===== src/rtl/matrix_pkg.sv =====
// rtl/matrix_pkg.sv - shared types, width helpers and error-bit indices for the result collector
package matrix_pkg;

    typedef enum logic [1:0] {
        ST_IDLE     = 2'd0,
        ST_CAPTURE  = 2'd1,
        ST_COMPLETE = 2'd2
    } state_e;

    localparam int ERR_OVERFLOW = 0;
    localparam int ERR_SHORT    = 1;

    // Product of two DATA_WIDTH operands accumulated into one element
    function automatic int result_width(input int dw);
        return 2 * dw;
    endfunction

    // Index width for n entries, never narrower than one bit
    function automatic int index_width(input int n);
        return (n <= 1) ? 1 : $clog2(n);
    endfunction

endpackage


===== src/rtl/matrix_result_ram.sv =====
// rtl/matrix_result_ram.sv - 1W/1R buffer with registered, read-before-write read port
module matrix_result_ram #(
    parameter int DEPTH = 8,
    parameter int WIDTH = 16,
    parameter int AW    = 3
) (
    input  logic             clk_i,
    input  logic             wr_en_i,
    input  logic [AW-1:0]    wr_addr_i,
    input  logic [WIDTH-1:0] wr_data_i,
    input  logic             rd_en_i,
    input  logic [AW-1:0]    rd_addr_i,
    output logic [WIDTH-1:0] rd_data_o
);

    logic [WIDTH-1:0] mem_q [DEPTH];
    logic [WIDTH-1:0] rd_data_q;

    // Storage and read register; non-blocking update gives the old word on a same-address collision
    always_ff @(posedge clk_i) begin
        if (wr_en_i) begin
            mem_q[wr_addr_i] <= wr_data_i;
        end
        if (rd_en_i) begin
            rd_data_q <= mem_q[rd_addr_i];
        end
    end

    assign rd_data_o = rd_data_q;

endmodule


===== src/rtl/matrix_result_collector.sv =====
// rtl/matrix_result_collector.sv - captures a row-major M x P result stream and serves it by address
module matrix_result_collector
    import matrix_pkg::*;
#(
    parameter  int M          = 2,
    parameter  int P          = 4,
    parameter  int DATA_WIDTH = 8,
    parameter  int DONE_GRACE = 4,
    localparam int RW         = result_width(DATA_WIDTH),
    localparam int MP         = M * P,
    localparam int CW         = index_width(MP)
) (
    input  logic          clk,
    input  logic          rst_n,
    input  logic          arm,
    input  logic [RW-1:0] c_in,
    input  logic          c_valid,
    input  logic          mm_done,
    input  logic          rd_en,
    input  logic [CW-1:0] rd_addr,
    output logic [RW-1:0] rd_data,
    output logic          rd_valid,
    output logic [CW:0]   count,
    output logic          row_done,
    output logic          busy,
    output logic          full,
    output logic [1:0]    err
);

    localparam int PW = index_width(P);
    localparam int GW = index_width(DONE_GRACE + 1);
    localparam logic [CW:0]   LAST_IDX    = (CW + 1)'(MP - 1);
    localparam logic [PW-1:0] LAST_COL    = PW'(P - 1);
    localparam logic [GW-1:0] GRACE_LIMIT = GW'(DONE_GRACE);

    state_e        state_q, state_d;
    logic [CW:0]   count_q, count_d;
    logic [PW-1:0] col_q, col_d;
    logic [1:0]    err_q, err_d;
    logic          full_q, full_d;
    logic          row_done_q, row_done_d;
    logic [GW-1:0] grace_q, grace_d;
    logic [GW-1:0] grace_next;
    logic          mm_done_q;
    logic          mm_rise;
    logic          wr_en;
    logic          rd_in_range;
    logic          rd_ok_q;
    logic          rd_valid_q;
    logic [RW-1:0] ram_rd_data;

    assign mm_rise     = mm_done & ~mm_done_q;
    assign grace_next  = grace_q + 1'b1;
    assign rd_in_range = ({1'b0, rd_addr} <= LAST_IDX);

    // Capture sequencing: arm restarts everything, beats fill the buffer, grace window bounds a short stream
    always_comb begin
        state_d    = state_q;
        count_d    = count_q;
        col_d      = col_q;
        err_d      = err_q;
        full_d     = full_q;
        grace_d    = grace_q;
        row_done_d = 1'b0;
        wr_en      = 1'b0;
        if (arm) begin
            state_d = ST_CAPTURE;
            count_d = '0;
            col_d   = '0;
            err_d   = '0;
            full_d  = 1'b0;
            grace_d = '0;
        end else begin
            case (state_q)
                ST_CAPTURE: begin
                    if (c_valid) begin
                        wr_en   = 1'b1;
                        count_d = count_q + 1'b1;
                        if (col_q == LAST_COL) begin
                            col_d      = '0;
                            row_done_d = 1'b1;
                        end else begin
                            col_d = col_q + 1'b1;
                        end
                    end
                    if (c_valid && (count_q == LAST_IDX)) begin
                        state_d = ST_COMPLETE;
                        full_d  = 1'b1;
                        grace_d = '0;
                    end else if ((grace_q != '0) || mm_rise) begin
                        // The mm_done rising-edge cycle counts as the first grace cycle
                        if (grace_next == GRACE_LIMIT) begin
                            err_d[ERR_SHORT] = 1'b1;
                            state_d          = ST_COMPLETE;
                            full_d           = 1'b0;
                            grace_d          = '0;
                        end else begin
                            grace_d = grace_next;
                        end
                    end
                end
                ST_COMPLETE: begin
                    if (c_valid) begin
                        err_d[ERR_OVERFLOW] = 1'b1;
                    end
                end
                default: ;
            endcase
        end
    end

    // State, counters, flags and read-side qualifiers
    always_ff @(posedge clk or negedge rst_n) begin
        if (!rst_n) begin
            state_q    <= ST_IDLE;
            count_q    <= '0;
            col_q      <= '0;
            err_q      <= '0;
            full_q     <= 1'b0;
            row_done_q <= 1'b0;
            grace_q    <= '0;
            mm_done_q  <= 1'b0;
            rd_valid_q <= 1'b0;
            rd_ok_q    <= 1'b0;
        end else begin
            state_q    <= state_d;
            count_q    <= count_d;
            col_q      <= col_d;
            err_q      <= err_d;
            full_q     <= full_d;
            row_done_q <= row_done_d;
            grace_q    <= grace_d;
            mm_done_q  <= mm_done;
            rd_valid_q <= rd_en;
            if (rd_en) begin
                rd_ok_q <= rd_in_range;
            end
        end
    end

    matrix_result_ram #(
        .DEPTH (MP),
        .WIDTH (RW),
        .AW    (CW)
    ) u_ram (
        .clk_i     (clk),
        .wr_en_i   (wr_en),
        .wr_addr_i (count_q[CW-1:0]),
        .wr_data_i (c_in),
        .rd_en_i   (rd_en),
        .rd_addr_i (rd_in_range ? rd_addr : '0),
        .rd_data_o (ram_rd_data)
    );

    assign rd_data  = rd_ok_q ? ram_rd_data : '0;
    assign rd_valid = rd_valid_q;
    assign count    = count_q;
    assign row_done = row_done_q;
    assign busy     = (state_q == ST_CAPTURE);
    assign full     = full_q;
    assign err      = err_q;

endmodule


===== config.mk =====
export PLATFORM = sky130hd
export DESIGN_NAME = matrix_result_collector
export DESIGN_NICKNAME = d
export VERILOG_FILES = /design/src/rtl/matrix_pkg.sv /design/src/rtl/matrix_result_ram.sv /design/src/rtl/matrix_result_collector.sv
export SDC_FILE = /design/constraint.sdc
export NUM_CORES = 1
export LEC_CHECK = 0
export ABC_AREA = 1
export CAP_MARGIN = 5
export CORE_MARGIN = 4
export CORE_UTILIZATION = 40
export DETAILED_ROUTE_END_ITERATION = 16
export PLACE_DENSITY = 0.67
export SETUP_SLACK_MARGIN = 0.2
export SYNTH_ARGS = -nofsm -noshare
export SYNTH_HDL_FRONTEND = slang
export SYNTH_SLANG_ARGS = --single-unit

===== constraint.sdc =====
create_clock -name clk -period 3.52 [get_ports clk]
set_input_delay 0.352 -clock clk [delete_from_list [all_inputs] [get_ports clk]]
set_output_delay 0.352 -clock clk [all_outputs]
set_load 0.01 [all_outputs]

Word-level counts from Yosys, hierarchy flattened. Memory sizes are Yosys's and may differ from the RTL's. A register that Yosys moved wholly into a read port is not among the register bits. Cells that the tools add are included.

Flip-flop bits (word level): 18. Bits in writable memories: 128. Input bits: 25. Output and inout bits: 26. Word-level logic and storage cells: 77. Memories: 1.

$add $sub $neg: 3. Equal/unequal tests: 6. Mux-type cells: 39. Bitwise operators: 2. Reduce and logical (&&, ||, !) cells: 15.

Memories: u_ram.mem_q (words 8, width 16, rd ports 1, clocked after memory_dff 1, write ports 1, RTL line matrix_result_ram.sv:16) `logic [WIDTH-1:0] mem_q [DEPTH];`.

Operators by type and width (count): 2-to-1 mux 1 bit (20); 2-to-1 mux 2 bit (10); 2-to-1 mux 16 bit (1); 2-to-1 mux 3 bit (5); 2-to-1 mux 4 bit (3); nonzero test 2 bit (5); nonzero test 3 bit (3); AND reduction 2 bit (3); adder 4 x 1 -> 4 bit, second input constant (1); equality test 2 bit, second input constant (2); equality test 4 x 3 -> 1 bit, second input constant (1); AND reduction 4 bit (1); adder 3 x 1 -> 3 bit, second input constant (1); equality test 3 bit, second input constant (1); AND reduction 3 bit (1); adder 2 x 1 -> 2 bit, second input constant (1); equality test 2 x 1 -> 1 bit, second input constant (1); inequality test 2 bit, second input constant (1); bitwise AND 1 bit (1); logical AND 1 bit (1); logical OR 1 bit (1); inverter 1 bit (1).

Depth between registers and ports, before layout. Gate-level depths: netlist of the first run.

Depth after elaboration: 7. Mapped depth: 8. Depth with buffers taken out: 8.

By module. A second synthesis of the first run with hierarchy kept.

Cell total of the unflattened synthesis: 720. Area, all modules: 7148.1 um2.

By module, submodules not included: matrix_result_ram (times used 1, cells each 587, area an instance 6149.6 um2, sequential area each 4324.1 um2); matrix_result_collector (times used 1, cells each 133, area an instance 998.5 um2, sequential area each 450.4 um2).

Worst setup path after synthesis of the first run. No wires, ideal clock.

Path kind: register to register. From: register state_q[1]. To: memory u_ram.mem_q[1][0], enable pin. Library setup time: 0.430 ns. Data arrival time: 2.351 ns. Required time: 3.090 ns. Slack: 0.739 ns. Stages on the path, launching flop included: 6. Buffers on the path: 0. Period minus slack after synthesis: 2.781 ns. Cell sequence: dfrtp_1 -> inv_1 -> nand2_2 -> nor2_8 -> nand2_2 -> nor4_1.

Longest elaborated chain between the ends: 5.

Ends and longest elaborated chain: start, declared (RTL line matrix_result_collector.sv:36) `state_e state_q, state_d;`; start signal, assigned (RTL line matrix_result_collector.sv:126) `state_q <= state_d;`; equality test 2 x 1 -> 1 bit (RTL line matrix_result_collector.sv:74) `case (state_q)`; 2-to-1 mux 1 bit (RTL line matrix_result_collector.sv:74); 2-to-1 mux 1 bit (RTL line matrix_result_collector.sv:66) `if (arm) begin`; 2-to-1 mux 1 bit (RTL line matrix_result_ram.sv:21) `if (wr_en_i) begin`; 2-to-1 mux 1 bit (implied by the code) (RTL line matrix_result_ram.sv:22) `mem_q[wr_addr_i] <= wr_data_i;`; end, declared (RTL line matrix_result_ram.sv:16).

Every way passes these cells.

Worst setup path in the final report of the first run.
From: register rd_ok_q. To: output port rd_data[1].

Longest elaborated chain between the ends: 1.

Ends and longest elaborated chain: start, declared (RTL line matrix_result_collector.sv:48) `logic rd_ok_q;`; start signal, assigned (RTL line matrix_result_collector.sv:136) `rd_ok_q <= rd_in_range;`; 2-to-1 mux 16 bit (RTL line matrix_result_collector.sv:155) `assign rd_data = rd_ok_q ? ram_rd_data : '0;`; end, declared (RTL line matrix_result_collector.sv:21) `output logic [RW-1:0] rd_data,`.

Every way passes these cells.

==> results.yml, run 1 <==
yosys:
  ys_types: 26
  synthesized_area_per_cell_um2: 12.41
  count_of_flip_flops_with_a_built_in_enable_after_synthesis: 144
  post_synth_instance_area_um2: 6539
  ys_async_sr_fraction: 0.1111
  ys_seq_area_frac: 0.7302
  synth_flop_cell: "sky130_fd_sc_hd__edfxtp_1"
  synth_warnings: 0
  synthesis.nets: 557
  synthesized_flop_and_latch_total: 162
  postSynthCellCount: 527
clock_tree:
  cts.path.max_buffers: 2
  post_cts_hold_buffer_count: 0
  clock_tree.htree_level_count: 4
  cts_buffers: 17
  clk_latency_ns: 0.42
  post-cts-setup-buffers: 0
  cts.sinks: 162
  clk_transition_reported_paths_ns: 0.06
  cts_root_buffer: "sky130_fd_sc_hd__clkbuf_16"
  post_cts_resize_count: 0
  tritoncts: "yes"
global_route:
  gr-usage-all-layers: 0.1517
  via_count_of_the_first_global_routing_pass: 4212
  grt_max_degree: 65
  global_route_wire_length_before_repair_um: 21270
  globalRoute.totalOverflow: 0
  grt_antenna_before_repair: 0
power:
  power_leakage_uw: 0.002883
  pwr_density_cell_nw_per_um2: 570.5
  vdd_ir_drop_max_uv: 357.1
finish:
  diodes: 0
  layout-drive-gt1-share: 0.09764
  net_count_final: 612
  syn_to_final_growth_pct: 19.19
timing:
  worst-slew-pin-transition_ns: 0.9446
  report.final.hold_viol_count: 0
  tns_ns: 0
  timing.final.crit_period_ns: 2.145
  relative_max_transition_margin: 0.3683
  post-route-period-util: 0.6093
  fmax_mhz: 466.2
  final.setup.worst_slack_ns: 1.375
  finalClockSkew_ns: 0.009700
  timing_max_transition_violations_final: 0
  final-setup-viol-count: 0
  rsz0062_at_grt: "no"
setup_path:
  startpoint_type: "flop"
  criticalPathCategory: "flop to output port"
  crit_start: "rd_ok_q"
  critical-path-slowest-cell: "sky130_fd_sc_hd__dfrtp_1"
  cp.required_ns: 3.17
  critical-path-max-stage-delay_ns: 0.65
  cp_data_arrival_time_ns: 1.79
  crit_chain: "nand2_1, inv_1, clkdlybuf4s50_1"
  r2r_start: "state_q[1]"
  critical_path_peak_fanout: 17
  timing.critical_path.to_type: "output port"
min_path:
  hp-start: "mm_done"
  min-delay-path-class: "input pin to flop"
floorplanning:
  start_util: 0.4101
  core.rowCount: 46
  coreArea_um2: 15940
  die_h_um: 135.9
  die_area_um2: 18460
  num_io_pins: 51
  dieWidth_um: 135.9
route:
  route.detailed.vias_per_inst: 5.036
  post_drt_wl_per_cell_um: 16.38
  first_pass_iters: 5
  totalWireLength_um: 13270
  postRouteAntennaNets: 0
  detailedRoute.firstIterationViolations: 276
  routed-via-count: 4079
  post-route-drc-count: 0
place:
  detailedPlacementHpwl_um: 7802
  post-place-ws_ns: 1.027
  final_wtd_congestion: 0.7813
  place.port_buffers: 50
outcome:
  outcome: "complete, no violations"
run:
  drv.max_cap_violation_count: 0
-- Yosys cell counts, types with 2 or more instances --
| master | n | area (um2) |
|---|---|---|
| sky130_fd_sc_hd__edfxtp_1 | 144 | 4324 |
| sky130_fd_sc_hd__nand2_1 | 89 | 334.1 |
| sky130_fd_sc_hd__nor2_1 | 75 | 281.5 |
| sky130_fd_sc_hd__o21ai_1 | 40 | 200.2 |
| sky130_fd_sc_hd__inv_1 | 34 | 127.6 |
| sky130_fd_sc_hd__o22ai_1 | 32 | 200.2 |
| sky130_fd_sc_hd__o21ai_0 | 29 | 145.1 |
| sky130_fd_sc_hd__dfrtp_1 | 18 | 450.4 |
| sky130_fd_sc_hd__nand3_1 | 11 | 55.05 |
| sky130_fd_sc_hd__buf_2 | 10 | 50.05 |
| sky130_fd_sc_hd__buf_6 | 9 | 101.4 |
| sky130_fd_sc_hd__ha_1 | 5 | 62.56 |
| sky130_fd_sc_hd__nor3_1 | 5 | 25.02 |
| sky130_fd_sc_hd__nand2_2 | 4 | 25.02 |
| sky130_fd_sc_hd__a21oi_1 | 3 | 15.01 |
| sky130_fd_sc_hd__buf_4 | 3 | 22.52 |
| sky130_fd_sc_hd__inv_2 | 3 | 11.26 |
| sky130_fd_sc_hd__nand3_2 | 3 | 30.03 |
| sky130_fd_sc_hd__clkbuf_1 | 2 | 7.510 |
| sky130_fd_sc_hd__o31ai_1 | 2 | 15.01 |
-- where the power goes --
| group | leakage [uW] | switching (uW) | internal, uW |
|---|---|---|---|
| logic | 0.00107 | 299 | 172 |
| registers | 0.00155 | 44.7 | 2190 |
| clock network | 0.000272 | 704 | 1040 |
| total | 0.00288 | 1050 | 3400 |
-- registers in the layout, indices dropped and copies added (netlist names) --
name	cells
col_q	2
rd_ok_q	1
grace_q	3
full	1
rd_valid	1
state_q	2
count	4
err	2
row_done	1
u_ram.mem_q	128
u_ram.rd_data_o	16
mm_done_q	1
-- stage by stage --
stage          hold WS (ns)  std cells  utilization  total power (uW)  cell area (um2)
4_1_cts              0.3966        810       0.4889              4474             7794
5_1_grt              0.4194        810       0.4889              4634             7794
3_3_place_gp         0.4637        779       0.4534              2723             7228
6_report             0.4099        810       0.4889              4446             7794
3_5_place_dp         0.4645        779       0.4534              2745             7228
2_1_floorplan       0.05641        527            -              2549             6539
-- metal layers --
layer,vias to the layer above,GRT usage,share of wire
met4,0,0.05207,0.013
met5,-,0,0
met1,1971,0.1930,0.44
met3,18,0.04441,0.074
li1,1958,-,-
met2,132,0.2497,0.47
-- worst max-delay path: cells and delay by family (launching register included) --
family,cells,cell delay (ns)
simple gates,1,0.12
buf+inv,2,0.60
flops,1,0.65
-- cells by family (layout without fill, tap and decap cells) --
logic type / Yosys count / count (layout) / share of synthesized area
buffers and inverters: 63 / 130 / 0.05128
adder cells (fa/ha/maj): 5 / 5 / 0.009568
AND/OR/NAND/NOR: 190 / 190 / 0.1198
flip-flops: 162 / 162 / 0.7302
AO/OA/AOI/OAI: 107 / 107 / 0.08917
-- area by class of cell --
type | count | area [um2]
Tap cell | 216 | 270.3
Clock inverter | 13 | 136.4
Clock buffer | 18 | 429.2
Fill cell | 1388 | 8149
Inverter | 38 | 150.1
Sequential cell | 162 | 4775
Multi-Input combinational cell | 302 | 1455
Timing Repair Buffer | 61 | 578.1
-- placed cells by master, fill, tap and decap left out, types with 4 or more instances in the layout --
| cell type | synthesis | final |
|---|---|---|
| sky130_fd_sc_hd__edfxtp_1 | 144 | 144 |
| sky130_fd_sc_hd__nand2_1 | 89 | 89 |
| sky130_fd_sc_hd__nor2_1 | 75 | 75 |
| sky130_fd_sc_hd__clkdlybuf4s50_1 | 0 | 49 |
| sky130_fd_sc_hd__o21ai_1 | 40 | 40 |
| sky130_fd_sc_hd__inv_1 | 34 | 34 |
| sky130_fd_sc_hd__o22ai_1 | 32 | 32 |
| sky130_fd_sc_hd__o21ai_0 | 29 | 29 |
| sky130_fd_sc_hd__dfrtp_1 | 18 | 18 |
| sky130_fd_sc_hd__clkbuf_16 | 0 | 17 |
| sky130_fd_sc_hd__nand3_1 | 11 | 11 |
| sky130_fd_sc_hd__buf_4 | 3 | 11 |
| sky130_fd_sc_hd__ha_1 | 5 | 5 |
| sky130_fd_sc_hd__nand2_2 | 4 | 4 |
| sky130_fd_sc_hd__nor3_2 | 0 | 4 |
-- worst paths after layout --
| check | to | slack [ns] | depth (start not counted) |
|---|---|---|---|
| worst max-delay path | rd_data[1] | 1.38 | 3 |
| worst min-delay path | mm_done_q | 0.41 | 1 |
| worst max register to register | u_ram.mem_q[4][5] | 1.50 | 6 |
| worst min register to register | full | 0.48 | 2 |
| max in group asynchronous | count[0] | 2.48 | 1 |
| min in group asynchronous | rd_valid | 0.46 | 1 |
Note: power is estimated with default switching activity, not from simulation.
==> run 2: changes to the inputs <==
PLACE_DENSITY = 0.69   (was 0.67)
clock period = 1.7 ns   (was 3.52 ns; I/O delays follow)
==> run 2 against run 1 <==
Core utilization up 1.9 points. Highest routed layer unchanged. Largest power group unchanged. Sequential share of layout area down 2.3 points. Critical endpoint is now u_ram.mem_q[6][7]. Clock power up 110%.
==> results.yml, run 2 (synthesized netlist as in run 1, its figures left out) <==
timing:
  final-setup-viol-count: 0
  whs_ns: 0.08833
  rsz0062_at_grt: "yes"
  report.final.hold_viol_count: 0
  finalClockSkew_ns: 0.009238
  tns_ns: 0
  post-route-period-util: 0.9040
  timing.final.crit_period_ns: 1.537
  fmax_mhz: 650.7
  worst-slew-pin-transition_ns: 0.6057
  relative_max_transition_margin: 0.5957
  timing_max_transition_violations_final: 0
setup_path:
  crit_chain: "inv_2, nand2_4, nor2_8, nand3_4, nor3_4, buf_12"
  critical-path-max-stage-delay_ns: 0.39
  crit_start: "state_q[1]"
  criticalPathCategory: "flop to flop"
  cp.required_ns: 1.82
  critical_path_peak_fanout: 16
  r2r_start: "state_q[1]"
  timing.critical_path.to_type: "flop"
  startpoint_type: "flop"
  cp_data_arrival_time_ns: 1.66
  critical-path-slowest-cell: "sky130_fd_sc_hd__dfrtp_1"
  top_cell_family_by_delay_on_the_critical_path: "simple AND/OR/NAND/NOR gates"
  worstPathBufferInverterCount: 2
finish:
  layout-drive-gt1-share: 0.1781
  diodes: 0
  net_count_final: 630
  syn_to_final_growth_pct: 23.90
  register_name_with_the_most_flops: "u_ram.mem_q"
  layout_commonest_cell: "sky130_fd_sc_hd__edfxtp_1"
  most-common-layout-cells: "sky130_fd_sc_hd__edfxtp_1, sky130_fd_sc_hd__nand2_1, sky130_fd_sc_hd__nor2_1"
  largest_reg_flops: 128
  final_cell_area_um2: 8102
  instances_no_fill: 828
place:
  final_wtd_congestion: 0.8528
  dpl.cell_count: 786
  place.port_buffers: 50
  detailedPlacementHpwl_um: 7953
  placed_cell_area_um2: 7447
route:
  totalWireLength_um: 13980
  post-route-drc-count: 0
  detailedRoute.firstIterationViolations: 394
  post_drt_wl_per_cell_um: 16.88
  postRouteAntennaNets: 0
  first_pass_iters: 5
  route.detailed.vias_per_inst: 5.094
  routed-via-count: 4218
global_route:
  via_count_of_the_first_global_routing_pass: 4216
  grt_max_degree: 65
  grt_antenna_before_repair: 0
  globalRoute.totalOverflow: 0
  global_route_wire_length_before_repair_um: 21590
  gr-usage-all-layers: 0.1543
power:
  power_uw: 9383
  vdd_ir_drop_max_uv: 996.1
  power_leakage_uw: 0.003117
  pwr_density_cell_nw_per_um2: 1158
min_path:
  min-delay-path-class: "input pin to async pin"
floorplanning:
  core.rowCount: 46
  num_io_pins: 51
  start_util: 0.4101
  dieWidth_um: 135.9
  die_h_um: 135.9
  die_area_um2: 18460
  coreArea_um2: 15940
clock_tree:
  clk_latency_ns: 0.42
  cts_root_buffer: "sky130_fd_sc_hd__clkbuf_16"
  clk_transition_reported_paths_ns: 0.06
  cts_buffers: 17
  clock_tree.htree_level_count: 4
  cts.path.max_buffers: 2
  tritoncts: "yes"
  cts.sinks: 162
  post_cts_hold_buffer_count: 0
run:
  drv.max_cap_violation_count: 0
outcome:
  outcome: "complete, no violations"
[run 2: cell count changes in the layout (fill, tap and decap cells not counted), sizes merged]
cell	before	now
clkinvlp	2	1
clkdlybuf4s15	0	1
clkdlybuf4s50	49	25
buf	12	29
dlymetal6s2s	0	1
clkinv	7	9
dlygate4sd2	0	6
clkbuf	18	34
[run 2: layout make-up]
| type | count | area [um2] |
|---|---|---|
| Tap cell | 216 | 270.3 |
| Clock inverter | 14 | 138.9 |
| Multi-Input combinational cell | 302 | 1555 |
| Clock buffer | 17 | 425.4 |
| Fill cell | 1371 | 7841 |
| Inverter | 38 | 150.1 |
| Sequential cell | 162 | 4778 |
| Timing Repair Buffer | 79 | 783.3 |
[run 2: path summary, 6_finish.rpt]
path / endpoint / cells after the start / slack, ns
worst max-delay path: u_ram.mem_q[6][7] / 6 / 0.16
worst min-delay path: rd_ok_q / 2 / 0.09
worst max register to register: u_ram.mem_q[6][7] / 6 / 0.16
worst min register to register: full / 2 / 0.48
max in group asynchronous: count[1] / 2 / 1.37
min in group clk: mm_done_q / 1 / 0.23
[run 2: power breakdown]
part | internal [uW] | switching, uW | total, uW
clock network | 2140 | 1470 | 3620
logic | 431 | 714 | 1150
registers | 4530 | 88.1 | 4620
[run 2: through the flow]
stage               setup WS [ns]    util
finish                     0.1632  0.5082
floorplan                -0.01677       -
global route              0.08975  0.5082
global placement         -0.08539  0.4671
CTS                        0.1571  0.5054
detailed placement        -0.1385  0.4671
[run 2: worst register-to-register path, cell delays in order, from the launching register on]
cell	delay, ns
sky130_fd_sc_hd__dfrtp_1	0.39
sky130_fd_sc_hd__inv_2	0.08
sky130_fd_sc_hd__nand2_4	0.08
sky130_fd_sc_hd__nor2_8	0.13
sky130_fd_sc_hd__nand3_4	0.14
sky130_fd_sc_hd__nor3_4	0.22
sky130_fd_sc_hd__buf_12	0.19
[run 2: repair_timing]
item	4_1_cts	5_1_grt
endpoints found under the setup margin	89	152
buffers inserted	5	4
hold endpoints to repair	0	0
gates cloned	0	2
pin swaps	0	2
gates resized for setup	45	29
[run 2: per-layer routing]
metal | vias up | track usage | part of all wire
met5 | - | 0 | 0
met4 | 0 | 0.05263 | 0.017
met3 | 20 | 0.04552 | 0.066
met2 | 150 | 0.2550 | 0.50
met1 | 2035 | 0.1953 | 0.42
li1 | 2013 | - | -
